===== src/rtl/mem_port_arbiter_if.sv =====
// Native memory-port bundle (valid/ready, addr/wdata/wstrb/rdata) shared by masters and the slave.
// Latency: none; this file only declares wires.
// Backpressure: the requester holds valid until the responder returns a one-cycle ready pulse.
interface mem_port_arbiter_if #(
  parameter int ADDR_W = 32,
  parameter int DATA_W = 32
);
  logic                valid;
  logic [ADDR_W-1:0]   addr;
  logic [DATA_W-1:0]   wdata;
  logic [DATA_W/8-1:0] wstrb;
  logic                ready;
  logic [DATA_W-1:0]   rdata;

  // Requester side (core, accelerator DMA, or the arbiter towards memory)
  modport master (output valid, addr, wdata, wstrb, input ready, rdata);
  // Responder side (memory, or the arbiter towards each master)
  modport slave  (input valid, addr, wdata, wstrb, output ready, rdata);
endinterface


===== src/rtl/mem_port_arbiter.sv =====
// Round-robin arbiter sharing one native memory port between the core (m0) and SHA DMA (m1); optional ARB_TIMEOUT_EN adds a response timeout.
// Latency: 1 cycle valid->grant; request and response pass combinationally while granted; 1 idle cycle after each completion.
// Backpressure: losing master waits with valid held; memory stalls by withholding s_ready (forever unless ARB_TIMEOUT_EN).
module mem_port_arbiter #(
  parameter int ADDR_W         = 32,
  parameter int DATA_W         = 32,
  parameter int TIMEOUT_CYCLES = 255
) (
  input  logic               clk,
  input  logic               rst,
  mem_port_arbiter_if.slave  m0,
  mem_port_arbiter_if.slave  m1,
  mem_port_arbiter_if.master s,
  output logic               grant_id,
  output logic               busy,
  output logic               err
);

  typedef enum logic [1:0] {
    IDLE   = 2'd0,
    GRANT0 = 2'd1,
    GRANT1 = 2'd2
  } state_t;

  state_t state_q, state_d;
  logic   last_grant_q, last_grant_d;
  logic   grant_id_q, grant_id_d;
  logic   busy_q, busy_d;

  logic                cur_valid;
  logic                tout;
  logic [ADDR_W-1:0]   addr_mux;
  logic [DATA_W-1:0]   wdata_mux;
  logic [DATA_W/8-1:0] wstrb_mux;
  logic [DATA_W-1:0]   rdata_fwd;

  // Valid of whichever master currently owns the port
  always_comb begin
    cur_valid = grant_id_q ? m1.valid : m0.valid;
  end

`ifdef ARB_TIMEOUT_EN
  localparam int CNT_W = 16;

  logic [CNT_W-1:0] cnt_q, cnt_d;
  logic             err_q, err_d;

  // Timeout fires only if the memory has not answered in this same cycle
  assign tout = (state_q != IDLE) && cur_valid && !s.ready &&
                (cnt_q == CNT_W'(TIMEOUT_CYCLES));

  // Count stalled cycles of the current grant; err is sticky until reset
  always_comb begin
    cnt_d = cnt_q;
    err_d = err_q;
    if (state_q == IDLE) begin
      cnt_d = '0;
    end else if (!s.ready) begin
      cnt_d = cnt_q + CNT_W'(1);
    end
    if (tout) begin
      err_d = 1'b1;
    end
  end

  // Timeout counter and error flag registers
  always_ff @(posedge clk) begin
    if (rst) begin
      cnt_q <= '0;
      err_q <= 1'b0;
    end else begin
      cnt_q <= cnt_d;
      err_q <= err_d;
    end
  end

  assign err = err_q;
`else
  logic unused_timeout;

  assign tout           = 1'b0;
  assign err            = 1'b0;
  assign unused_timeout = ^TIMEOUT_CYCLES;
`endif

  // Next-state: grant from IDLE with round-robin tie-break, release on completion/abort/timeout
  always_comb begin
    state_d      = state_q;
    last_grant_d = last_grant_q;
    grant_id_d   = grant_id_q;
    busy_d       = busy_q;
    case (state_q)
      IDLE: begin
        if (m0.valid && (!m1.valid || last_grant_q)) begin
          state_d    = GRANT0;
          grant_id_d = 1'b0;
          busy_d     = 1'b1;
        end else if (m1.valid) begin
          state_d    = GRANT1;
          grant_id_d = 1'b1;
          busy_d     = 1'b1;
        end
      end
      default: begin
        if (!cur_valid) begin
          // Master withdrew its request: drop it without touching fairness state
          state_d = IDLE;
          busy_d  = 1'b0;
        end else if (s.ready || tout) begin
          state_d      = IDLE;
          busy_d       = 1'b0;
          last_grant_d = grant_id_q;
        end
      end
    endcase
  end

  // Arbiter state registers
  always_ff @(posedge clk) begin
    if (rst) begin
      state_q      <= IDLE;
      last_grant_q <= 1'b1;
      grant_id_q   <= 1'b0;
      busy_q       <= 1'b0;
    end else begin
      state_q      <= state_d;
      last_grant_q <= last_grant_d;
      grant_id_q   <= grant_id_d;
      busy_q       <= busy_d;
    end
  end

  // Steer the owning master onto the memory port and the response back; everything else is zero
  always_comb begin
    s.valid   = 1'b0;
    addr_mux  = '0;
    wdata_mux = '0;
    wstrb_mux = '0;
    m0.ready  = 1'b0;
    m1.ready  = 1'b0;
    m0.rdata  = '0;
    m1.rdata  = '0;
    rdata_fwd = tout ? DATA_W'(32'hDEADBEEF) : s.rdata;
    if (state_q == GRANT0) begin
      s.valid   = m0.valid;
      addr_mux  = m0.addr;
      wdata_mux = m0.wdata;
      wstrb_mux = m0.wstrb;
      m0.ready  = m0.valid && (s.ready || tout);
      m0.rdata  = rdata_fwd;
    end else if (state_q == GRANT1) begin
      s.valid   = m1.valid;
      addr_mux  = m1.addr;
      wdata_mux = m1.wdata;
      wstrb_mux = m1.wstrb;
      m1.ready  = m1.valid && (s.ready || tout);
      m1.rdata  = rdata_fwd;
    end
  end

  assign s.addr   = addr_mux;
  assign s.wdata  = wdata_mux;
  assign s.wstrb  = wstrb_mux;
  assign grant_id = grant_id_q;
  assign busy     = busy_q;

endmodule


===== src/flat_wrapper.sv =====
// flat-port wrapper written by rule: the top's interface ports become plain ports
module mem_port_arbiter_flat 
#(
  parameter int ADDR_W         = 32,
  parameter int DATA_W         = 32,
  parameter int TIMEOUT_CYCLES = 255
)
  (clk, rst, grant_id, busy, err, m0_valid, m0_addr, m0_wdata, m0_wstrb, m0_ready, m0_rdata, m1_valid, m1_addr, m1_wdata, m1_wstrb, m1_ready, m1_rdata, s_valid, s_addr, s_wdata, s_wstrb, s_ready, s_rdata);
  mem_port_arbiter_if #(.ADDR_W(ADDR_W), .DATA_W(DATA_W)) m0_i ();
  mem_port_arbiter_if #(.ADDR_W(ADDR_W), .DATA_W(DATA_W)) m1_i ();
  mem_port_arbiter_if #(.ADDR_W(ADDR_W), .DATA_W(DATA_W)) s_i ();
  input  logic clk;
  input  logic rst;
  output logic grant_id;
  output logic busy;
  output logic err;
  input wire logic [$bits(m0_i.valid)-1:0] m0_valid;
  input wire logic [$bits(m0_i.addr)-1:0] m0_addr;
  input wire logic [$bits(m0_i.wdata)-1:0] m0_wdata;
  input wire logic [$bits(m0_i.wstrb)-1:0] m0_wstrb;
  output wire logic [$bits(m0_i.ready)-1:0] m0_ready;
  output wire logic [$bits(m0_i.rdata)-1:0] m0_rdata;
  input wire logic [$bits(m1_i.valid)-1:0] m1_valid;
  input wire logic [$bits(m1_i.addr)-1:0] m1_addr;
  input wire logic [$bits(m1_i.wdata)-1:0] m1_wdata;
  input wire logic [$bits(m1_i.wstrb)-1:0] m1_wstrb;
  output wire logic [$bits(m1_i.ready)-1:0] m1_ready;
  output wire logic [$bits(m1_i.rdata)-1:0] m1_rdata;
  output wire logic [$bits(s_i.valid)-1:0] s_valid;
  output wire logic [$bits(s_i.addr)-1:0] s_addr;
  output wire logic [$bits(s_i.wdata)-1:0] s_wdata;
  output wire logic [$bits(s_i.wstrb)-1:0] s_wstrb;
  input wire logic [$bits(s_i.ready)-1:0] s_ready;
  input wire logic [$bits(s_i.rdata)-1:0] s_rdata;
  assign m0_i.valid = m0_valid;
  assign m0_i.addr = m0_addr;
  assign m0_i.wdata = m0_wdata;
  assign m0_i.wstrb = m0_wstrb;
  assign m0_ready = m0_i.ready;
  assign m0_rdata = m0_i.rdata;
  assign m1_i.valid = m1_valid;
  assign m1_i.addr = m1_addr;
  assign m1_i.wdata = m1_wdata;
  assign m1_i.wstrb = m1_wstrb;
  assign m1_ready = m1_i.ready;
  assign m1_rdata = m1_i.rdata;
  assign s_valid = s_i.valid;
  assign s_addr = s_i.addr;
  assign s_wdata = s_i.wdata;
  assign s_wstrb = s_i.wstrb;
  assign s_i.ready = s_ready;
  assign s_i.rdata = s_rdata;
  mem_port_arbiter #(.ADDR_W(ADDR_W), .DATA_W(DATA_W), .TIMEOUT_CYCLES(TIMEOUT_CYCLES)) u_core (.clk(clk), .rst(rst), .m0(m0_i), .m1(m1_i), .s(s_i), .grant_id(grant_id), .busy(busy), .err(err));
endmodule

===== config.mk =====
export PLATFORM = sky130hd
export DESIGN_NAME = mem_port_arbiter_flat
export DESIGN_NICKNAME = d
export VERILOG_FILES = /design/src/rtl/mem_port_arbiter_if.sv /design/src/rtl/mem_port_arbiter.sv /design/src/flat_wrapper.sv
export SDC_FILE = /design/constraint.sdc
export NUM_CORES = 1
export LEC_CHECK = 0
export BUFFER_PORTS_ARGS = -buffer_cell sky130_fd_sc_hd__buf_4
export CAP_MARGIN = 10
export CORE_AREA = 2 2 122 124
export CTS_CLUSTER_SIZE = 24
export DETAILED_ROUTE_END_ITERATION = 8
export DIE_AREA = 0 0 124 126
export HOLD_SLACK_MARGIN = 0.05
export PLACE_DENSITY = 0.39
export SLEW_MARGIN = 20
export SYNTH_ARGS = -nofsm -noshare
export SYNTH_HDL_FRONTEND = slang
export SYNTH_SLANG_ARGS = --single-unit

===== constraint.sdc =====
create_clock -name clk -period 2.1 [get_ports clk]
set_clock_uncertainty 0.2 [all_clocks]
set_input_delay 0.21 -clock clk [delete_from_list [all_inputs] [get_ports clk]]
set_output_delay 0.21 -clock clk [all_outputs]
set_load 0.03 [all_outputs]

==> results.toml, run 1 <==
[die]
dieHeight_um = 126
io_pins = 311
coreArea_um2 = 14300
start_util_pct = 9.85
die_w_um = 124
dieArea_um2 = 15600
num_rows = 44

[global_routing]
grt_usage_pct = 11.4
grt_overflow = 0
antenna_found_initial = 0
grt_pass1_wl_um = 13800
grt_max_degree = 44
grt_pass1_vias = 2464

[drt]
totalWireLength_um = 10100
ant_nets = 0
drtIter0Drc = 47
drt_first_pass_iters = 4
vias = 2649
remaining_drc_errors = 0
via_per_inst = 3.93
drt-wirelength-per-cell_um = 15.0

[cells_and_area]
area_growth_pct = 184
antenna_cells = 0
final_core_util_pct = 28.0
multi_input_area_um2 = 1160
register_area_um2 = 100
fillCellCount = 1594
final_nets = 664
drive_gt1_share_pct = 66.9
finalInstanceArea_um2 = 4010
instances_no_fill = 674

[run]
max_cap_violations = 0

[timing]
tns_ns = 0
setup_viol = 0
maxSlewViolCount = 0
min_period_ns = 2.07
worst_hold_slack_ns = 0.113
finalCritPeriodShare_pct = 98.7
hold_viol_final = 0
max_freq_mhz = 482
rsz0062_at_grt = "yes"

[clocking]
clock_path_buffers = 2
cts_max_level = 1
clkTransAtPathRegs_ns = 0.03
clk_latency_ns = 0.23
cts_sinks = 5
cts_tree = "yes"
clock-root-buffer = "clkbuf_16"
cts-resized-gates = 0
numCtsBuffers = 3

[critical_path]
path_max_fanout = 33
setup.worst_path.end_class = "output pin"
cp.arrival_ns = 1.66
required_ns = 1.69
startpoint_type = "register"
rr_worst_depth = 3
path_class = "reg2out"

[min_path]
hold_path_class = "in2reg"
hold_path_depth = 3

[synth]
ys_types = 24
synth.ff_latch_count = 5
yosys_warnings = 0
postSynthAreaPerCell_um2 = 7.54
synthesis.area_um2 = 1410
syn_inst = 187
synth_seq_area_share_pct = 7.10
synth_fp_nets = 360

[place]
io_buffers = 309
place_congestion = 0.822
dp_hpwl_um = 8600
placed_cells = 665
place_area_um2 = 3890

[outcome]
status = "complete, no violations"

[power_and_ir_drop]
p_leak_nw = 2.20
ir_drop_mv = 0.240
power_density_nw_per_um2 = 390
==> kinds of logic after synthesis <==
group,count (synthesis),share of synthesized area [%]
AOI/OAI and AO/OA,79,47.3
buffers and inverters,25,11.2
DFF,5,7.10
muxes,1,0.799
other,1,0.266
and+or+nand+nor,76,33.4
==> per-layer routing <==
layer	track usage, %	vias to the layer above	part of all wire, %
met5	0	-	0
met2	22.0	153	53
met4	1.92	0	1.1
met3	2.45	11	9.6
met1	12.7	1182	36
li1	-	1303	-
==> through the flow <==
stage	total power, mW	worst slack [ns]
6_report	1.56	0.0266
5_1_grt	1.65	-0.0508
4_1_cts	1.58	0.0167
3_5_place_dp	1.25	0.215
3_3_place_gp	1.25	0.265
2_1_floorplan	0.702	0.489
==> synthesized netlist by cell type <==
cell type	n	area, um2
nor2b_2	1	8.76
buf_6	6	67.6
nor3b_1	1	7.51
buf_4	1	7.51
inv_1	2	7.51
conb_1	1	3.75
nand3_1	3	15.0
mux2_2	1	11.3
dfxtp_1	5	100
o21ai_0	1	5.00
a2111o_1	1	11.3
and2_1	64	400
and3_1	2	12.5
nand2_1	1	3.75
a21oi_1	6	30.0
nor2_1	1	3.75
a22o_1	69	604
o211ai_1	1	7.51
o2111ai_1	1	8.76
and2b_1	1	7.51
nor3_1	1	5.00
or2_2	1	6.26
buf_2	12	60.1
clkbuf_1	4	15.0
==> cells in the final DEF (no fill, tap or decap) <==
| cell type | count |
|---|---|
| a2111o_1 | 1 |
| a21oi_1 | 6 |
| a22o_1 | 69 |
| and2_1 | 64 |
| and2b_2 | 1 |
| and3_1 | 2 |
| buf_12 | 1 |
| buf_4 | 320 |
| clkbuf_1 | 1 |
| clkbuf_16 | 3 |
| conb_1 | 1 |
| dfxtp_1 | 5 |
| dlygate4sd3_1 | 1 |
| inv_1 | 2 |
| mux2_2 | 1 |
| nand2_1 | 1 |
| nand3_1 | 3 |
| nor2_1 | 1 |
| nor2b_4 | 1 |
| nor3_1 | 1 |
| nor3b_1 | 1 |
| o2111ai_1 | 1 |
| o211ai_1 | 1 |
| o21ai_0 | 1 |
| or2_2 | 1 |
==> worst max-delay path: stages (launching register included) <==
cell and delay, ns:
dfxtp_1 0.45, and2b_2 0.25, buf_4 0.30, a22o_1 0.24, buf_4 0.17
==> report_power, final <==
group	total [mW]	switching [mW]	leakage, nW	internal, mW
Clock	0.316	0.0647	0.0382	0.252
Combinational	1.13	0.596	2.12	0.536
Sequential	0.114	0.0104	0.0413	0.104
==> path summary, 6_finish.rpt <==
path | startpoint | slack, ns | endpoint
setup / recovery | u_core.state_q[0] | 0.03 | s_wstrb[2]
hold / removal | s_ready | 0.11 | u_core.last_grant_q
setup reg to reg | u_core.state_q[0] | 0.75 | u_core.grant_id
hold reg to reg | u_core.busy | 0.32 | u_core.busy
==> what timing repair did <==
item	CTS	global route
buffers inserted	4	0
hold endpoints to repair	5	0
hold buffers	1	0
endpoints found under the setup margin	22	38
==> flip-flops by register name, indices dropped and copies added (netlist names) <==
signal               count
u_core.busy              1
u_core.last_grant_q      1
u_core.grant_id          1
u_core.state_q           2
==> layout make-up <==
class / instances / share of cell area (%)
Clock buffer: 4 / 1.97
Inverter: 2 / 0.187
Multi-Input combinational cell: 157 / 28.9
Sequential cell: 5 / 2.50
Tap cell: 184 / 5.74
Timing Repair Buffer: 322 / 60.7
Note: power is estimated with default switching activity, not from simulation.
==> run 2: changes to the inputs <==
PLACE_DENSITY = 0.49   (was 0.39)
==> run 2 against run 1 <==
Net effect:
- largest cell class unchanged
- critical path depth did not move
- clock-buffer cell count unchanged
- sequential share of layout area hardly changed
- utilization shrank 0.31 points
- total power shrank 0.16%
- highest routed layer unchanged
- critical endpoint is now s_addr[26]
- hold slack improved by 0.026 ns
- critical path type unchanged
- wire length increased by 8.8%
- setup slack gained 0.040 ns
- design area decreased by 1.1%
- global-route usage grew 0.56 points
==> results.toml, run 2 (synthesis gave the netlist of run 1 again) <==
[outcome]
status = "complete, no violations"

[clocking]
cts_tree = "yes"
numCtsBuffers = 3
clk_latency_ns = 0.22
clkTransAtPathRegs_ns = 0.03
post_cts_buffers = 0
cts_sinks = 5
clock-root-buffer = "clkbuf_16"
clock_path_buffers = 2
cts_max_level = 1

[die]
num_rows = 44
start_util_pct = 9.85
dieHeight_um = 126
coreArea_um2 = 14300
io_pins = 311
die_w_um = 124
dieArea_um2 = 15600

[cells_and_area]
mostFrequentLayoutCell = "buf_4"
final_nets = 656
drive_gt1_share_pct = 66.4
largest_reg_flops = 2
fillCellCount = 1577
final_cell_mix = "310 x buf_4, 69 x a22o_1, 64 x and2_1"
area_growth_pct = 181
instances_no_fill = 666
top_register = "u_core.state_q"
multi_input_area_um2 = 1160
finalInstanceArea_um2 = 3960
register_area_um2 = 100
antenna_cells = 0

[critical_path]
path_class = "reg2out"
setup.worst_path.end_class = "output pin"
rr_worst_depth = 3
startpoint_type = "register"
r2r_start = "u_core.grant_id"
rrSetupSlack_ns = 0.78
required_ns = 1.69
cp.arrival_ns = 1.62
worstReg2RegEnd = "u_core.busy"
path_max_fanout = 61

[place]
dp_hpwl_um = 9240
place_congestion = 0.888
place_area_um2 = 3870
placed_cells = 661
io_buffers = 309

[drt]
drtIter0Drc = 110
totalWireLength_um = 11000
via_per_inst = 4.00
drt-wirelength-per-cell_um = 16.5
vias = 2667
remaining_drc_errors = 0
drt_first_pass_iters = 4
ant_nets = 0

[min_path]
hp-start = "m1_valid"
min_to = "u_core.last_grant_q"
hold_path_depth = 3
hold_path_class = "in2reg"

[global_routing]
grt_usage_pct = 12.0
antenna_found_initial = 0
grt_max_degree = 62
grt_overflow = 0
grt_pass1_wl_um = 14400
grt_pass1_vias = 2528

[power_and_ir_drop]
ir_drop_mv = 0.390
internal_power_mw = 0.885
seqPwrFrac_pct = 7.3
p_leak_nw = 2.16
p_clk_share_pct = 19.7
power_density_nw_per_um2 = 394
switching_power_mw = 0.675
combPwrFrac_pct = 73.0
swShare_pct = 43.3

[timing]
max_freq_mhz = 492
min_period_ns = 2.03
worst_hold_slack_ns = 0.140
tns_ns = 0
setup_viol = 0
maxSlewViolCount = 0
rsz0062_at_grt = "no"
finalCritPeriodShare_pct = 96.8
hold_viol_final = 0

[run]
max_cap_violations = 0
==> run 2: area by class of cell <==
class | instances | area share [%]
clock buffers | 4 | 1.99
inverters | 2 | 0.189
multi-input cells | 157 | 29.2
flip-flops and latches | 5 | 2.53
well taps | 184 | 5.81
repair buffers | 314 | 60.3
==> run 2: timing repair <==
item | in CTS | in global routing
gates resized for setup | 0 | 1
hold endpoints to repair | 5 | 0
setup endpoints to repair | 0 | 7
hold buffers | 1 | 0
==> run 2: metrics by stage <==
stage / power, mW / setup slack, ns / util [%]
4_1_cts: 1.58 / 0.0657 / 27.7
2_1_floorplan: 0.702 / 0.489 / -
6_report: 1.56 / 0.0670 / 27.7
3_3_place_gp: 1.26 / 0.316 / 27.0
5_1_grt: 1.64 / 0.00171 / 27.7
3_5_place_dp: 1.26 / 0.299 / 27.0
==> run 2: how the worst max path moves through the flow <==
stage,slack (ns),start,cells past startpoint,to
after global placement,0.32,u_core.state_q[0],4,s_valid
final,0.07,u_core.state_q[1],4,s_addr[26]
after CTS,0.07,u_core.state_q[0],4,s_wdata[25]
after floorplan,0.49,u_core.state_q[1],4,s_addr[0]
after global routing,0.002,u_core.state_q[0],4,s_wdata[28]
after detailed placement,0.30,u_core.state_q[0],4,s_wdata[25]
==> run 2: power groups by stage <==
stage	Sequential, mW	Combinational (mW)	Clock, mW
floorplan	0.121	0.581	0
global placement	0.114	1.14	0
detailed placement	0.115	1.14	0
CTS	0.114	1.15	0.313
global route	0.115	1.20	0.326
finish	0.114	1.14	0.308
==> run 2: critical path: stages, from the launching register on <==
cell	delay, ns
dfxtp_1	0.41
and2b_2	0.28
buf_12	0.18
a22o_1	0.30
buf_4	0.18
==> run 2: metal layers <==
metal / wire (um) / GRT usage [%]
met1: 4080 / 13.8
met2: 6040 / 23.7
met3: 854 / 1.86
met4: 53 / 0.727
met5: 0 / 0
==> run 3: changes to the inputs <==
CORE_AREA = 3 3 119 121   (was 2 2 122 124)
DIE_AREA = 0 0 122 124   (was 0 0 124 126)
PLACE_DENSITY = 0.51   (was 0.49)
==> run 3 against run 2 <==
Net effect:
- first-iteration DRC count up 1.8%
- hold slack worse by 0.0082 ns
- clock-buffer cell count unchanged
- maximum frequency down 0.99%
- largest cell class unchanged
- clock power about the same
- setup slack worse by 0.020 ns
- critical path depth unchanged
- highest routed layer unchanged
==> results.toml, run 3 (synthesis gave the netlist of run 1 again) <==
[place]
place_congestion = 0.866
io_buffers = 309
pre_cts_ws_ns = 0.306
place_area_um2 = 3860
dp_hpwl_um = 8240
placed_cells = 653

[power_and_ir_drop]
combPwrFrac_pct = 72.6
power_mw = 1.55
p_leak_nw = 2.16
swShare_pct = 42.9
internal_power_mw = 0.885
power_density_nw_per_um2 = 392
ir_drop_mv = 0.409
seqPwrFrac_pct = 7.4
p_clk_share_pct = 20.0
switching_power_mw = 0.664

[cells_and_area]
final_nets = 656
finalInstanceArea_um2 = 3950
final_cell_mix = "310 x buf_4, 69 x a22o_1, 64 x and2_1"
antenna_cells = 0
mostFrequentLayoutCell = "buf_4"
instances_no_fill = 658
drive_gt1_share_pct = 66.4
largest_reg_flops = 2
final_core_util_pct = 30.0
top_register = "u_core.state_q"
area_growth_pct = 180

[drt]
drt-wirelength-per-cell_um = 15.0
remaining_drc_errors = 0
drtIter0Drc = 112
totalWireLength_um = 9840
vias = 2605
drt_first_pass_iters = 4
via_per_inst = 3.96
ant_nets = 0

[critical_path]
worstReg2RegEnd = "u_core.busy"
rrSetupSlack_ns = 0.76
rr_worst_depth = 3
cp.arrival_ns = 1.64
required_ns = 1.69
startpoint_type = "register"
path_class = "reg2out"
path_max_fanout = 62
r2r_start = "u_core.grant_id"
setup.worst_path.end_class = "output pin"

[die]
coreArea_um2 = 13200
num_rows = 42
die_w_um = 122
io_pins = 311
start_util_pct = 10.7
dieArea_um2 = 15100
dieHeight_um = 124

[global_routing]
grt_pass1_vias = 2377
grt_overflow = 0
grt_pass1_wl_um = 12900
grt_max_degree = 63
antenna_found_initial = 0
grt_usage_pct = 10.4

[clocking]
numCtsBuffers = 3
clock_path_buffers = 2
cts_sinks = 5
clock-root-buffer = "clkbuf_16"
cts_max_level = 1
cts_tree = "yes"
clk_latency_ns = 0.23
clkTransAtPathRegs_ns = 0.03

[timing]
fin_ws_ns = 0.0466
worst_hold_slack_ns = 0.131
setup_viol = 0
min_period_ns = 2.05
maxSlewViolCount = 0
tns_ns = 0
rsz0062_at_grt = "no"
hold_viol_final = 0
finalCritPeriodShare_pct = 97.8
max_freq_mhz = 487

[min_path]
min_to = "u_core.state_q[1]"
hp-start = "m0_valid"
hold_path_depth = 3
hold_path_class = "in2reg"

[run]
max_cap_violations = 0

[outcome]
status = "complete, no violations"
[run 3: layout make-up]
class | count | area (um2)
fillers | 1395 | 9240
repair buffers | 314 | 2390
multi-input cells | 157 | 1160
well taps | 176 | 220
flip-flops and latches | 5 | 100
clock buffers | 4 | 78.8
inverters | 2 | 7.51
[run 3: per-layer routing]
metal | track usage (%) | wire, um
met2 | 18.3 | 5240
met4 | 1.61 | 82
met3 | 1.59 | 676
met5 | 0 | 0
met1 | 13.8 | 3850
[run 3: critical path: stages, from the launching register on]
cell	delay, ns
dfxtp_1	0.44
and2b_2	0.23
buf_12	0.25
a22o_1	0.26
buf_4	0.18
[run 3: power by group through the flow]
stage / Combinational (mW) / Sequential [mW] / Clock (mW)
2_1_floorplan: 0.581 / 0.121 / 0
3_3_place_gp: 1.12 / 0.114 / 0
3_5_place_dp: 1.13 / 0.115 / 0
4_1_cts: 1.13 / 0.114 / 0.316
5_1_grt: 1.19 / 0.116 / 0.322
6_report: 1.12 / 0.114 / 0.310
[run 3: worst max-delay path by stage]
stage / to / startpoint
finish: s_addr[20] / u_core.state_q[0]
global route: s_addr[20] / u_core.state_q[0]
CTS: s_wstrb[2] / u_core.state_q[0]
detailed placement: s_wstrb[2] / u_core.state_q[0]
global placement: s_addr[25] / u_core.state_q[1]
floorplan: s_addr[0] / u_core.state_q[1]
[run 3: repair_timing]
| action | 4_1_cts | 5_1_grt |
|---|---|---|
| gates resized for setup | 0 | 1 |
| buffers inserted | 0 | 0 |
| setup endpoints to repair | 0 | 9 |
| hold buffers | 1 | 0 |
| hold endpoints to repair | 5 | 0 |
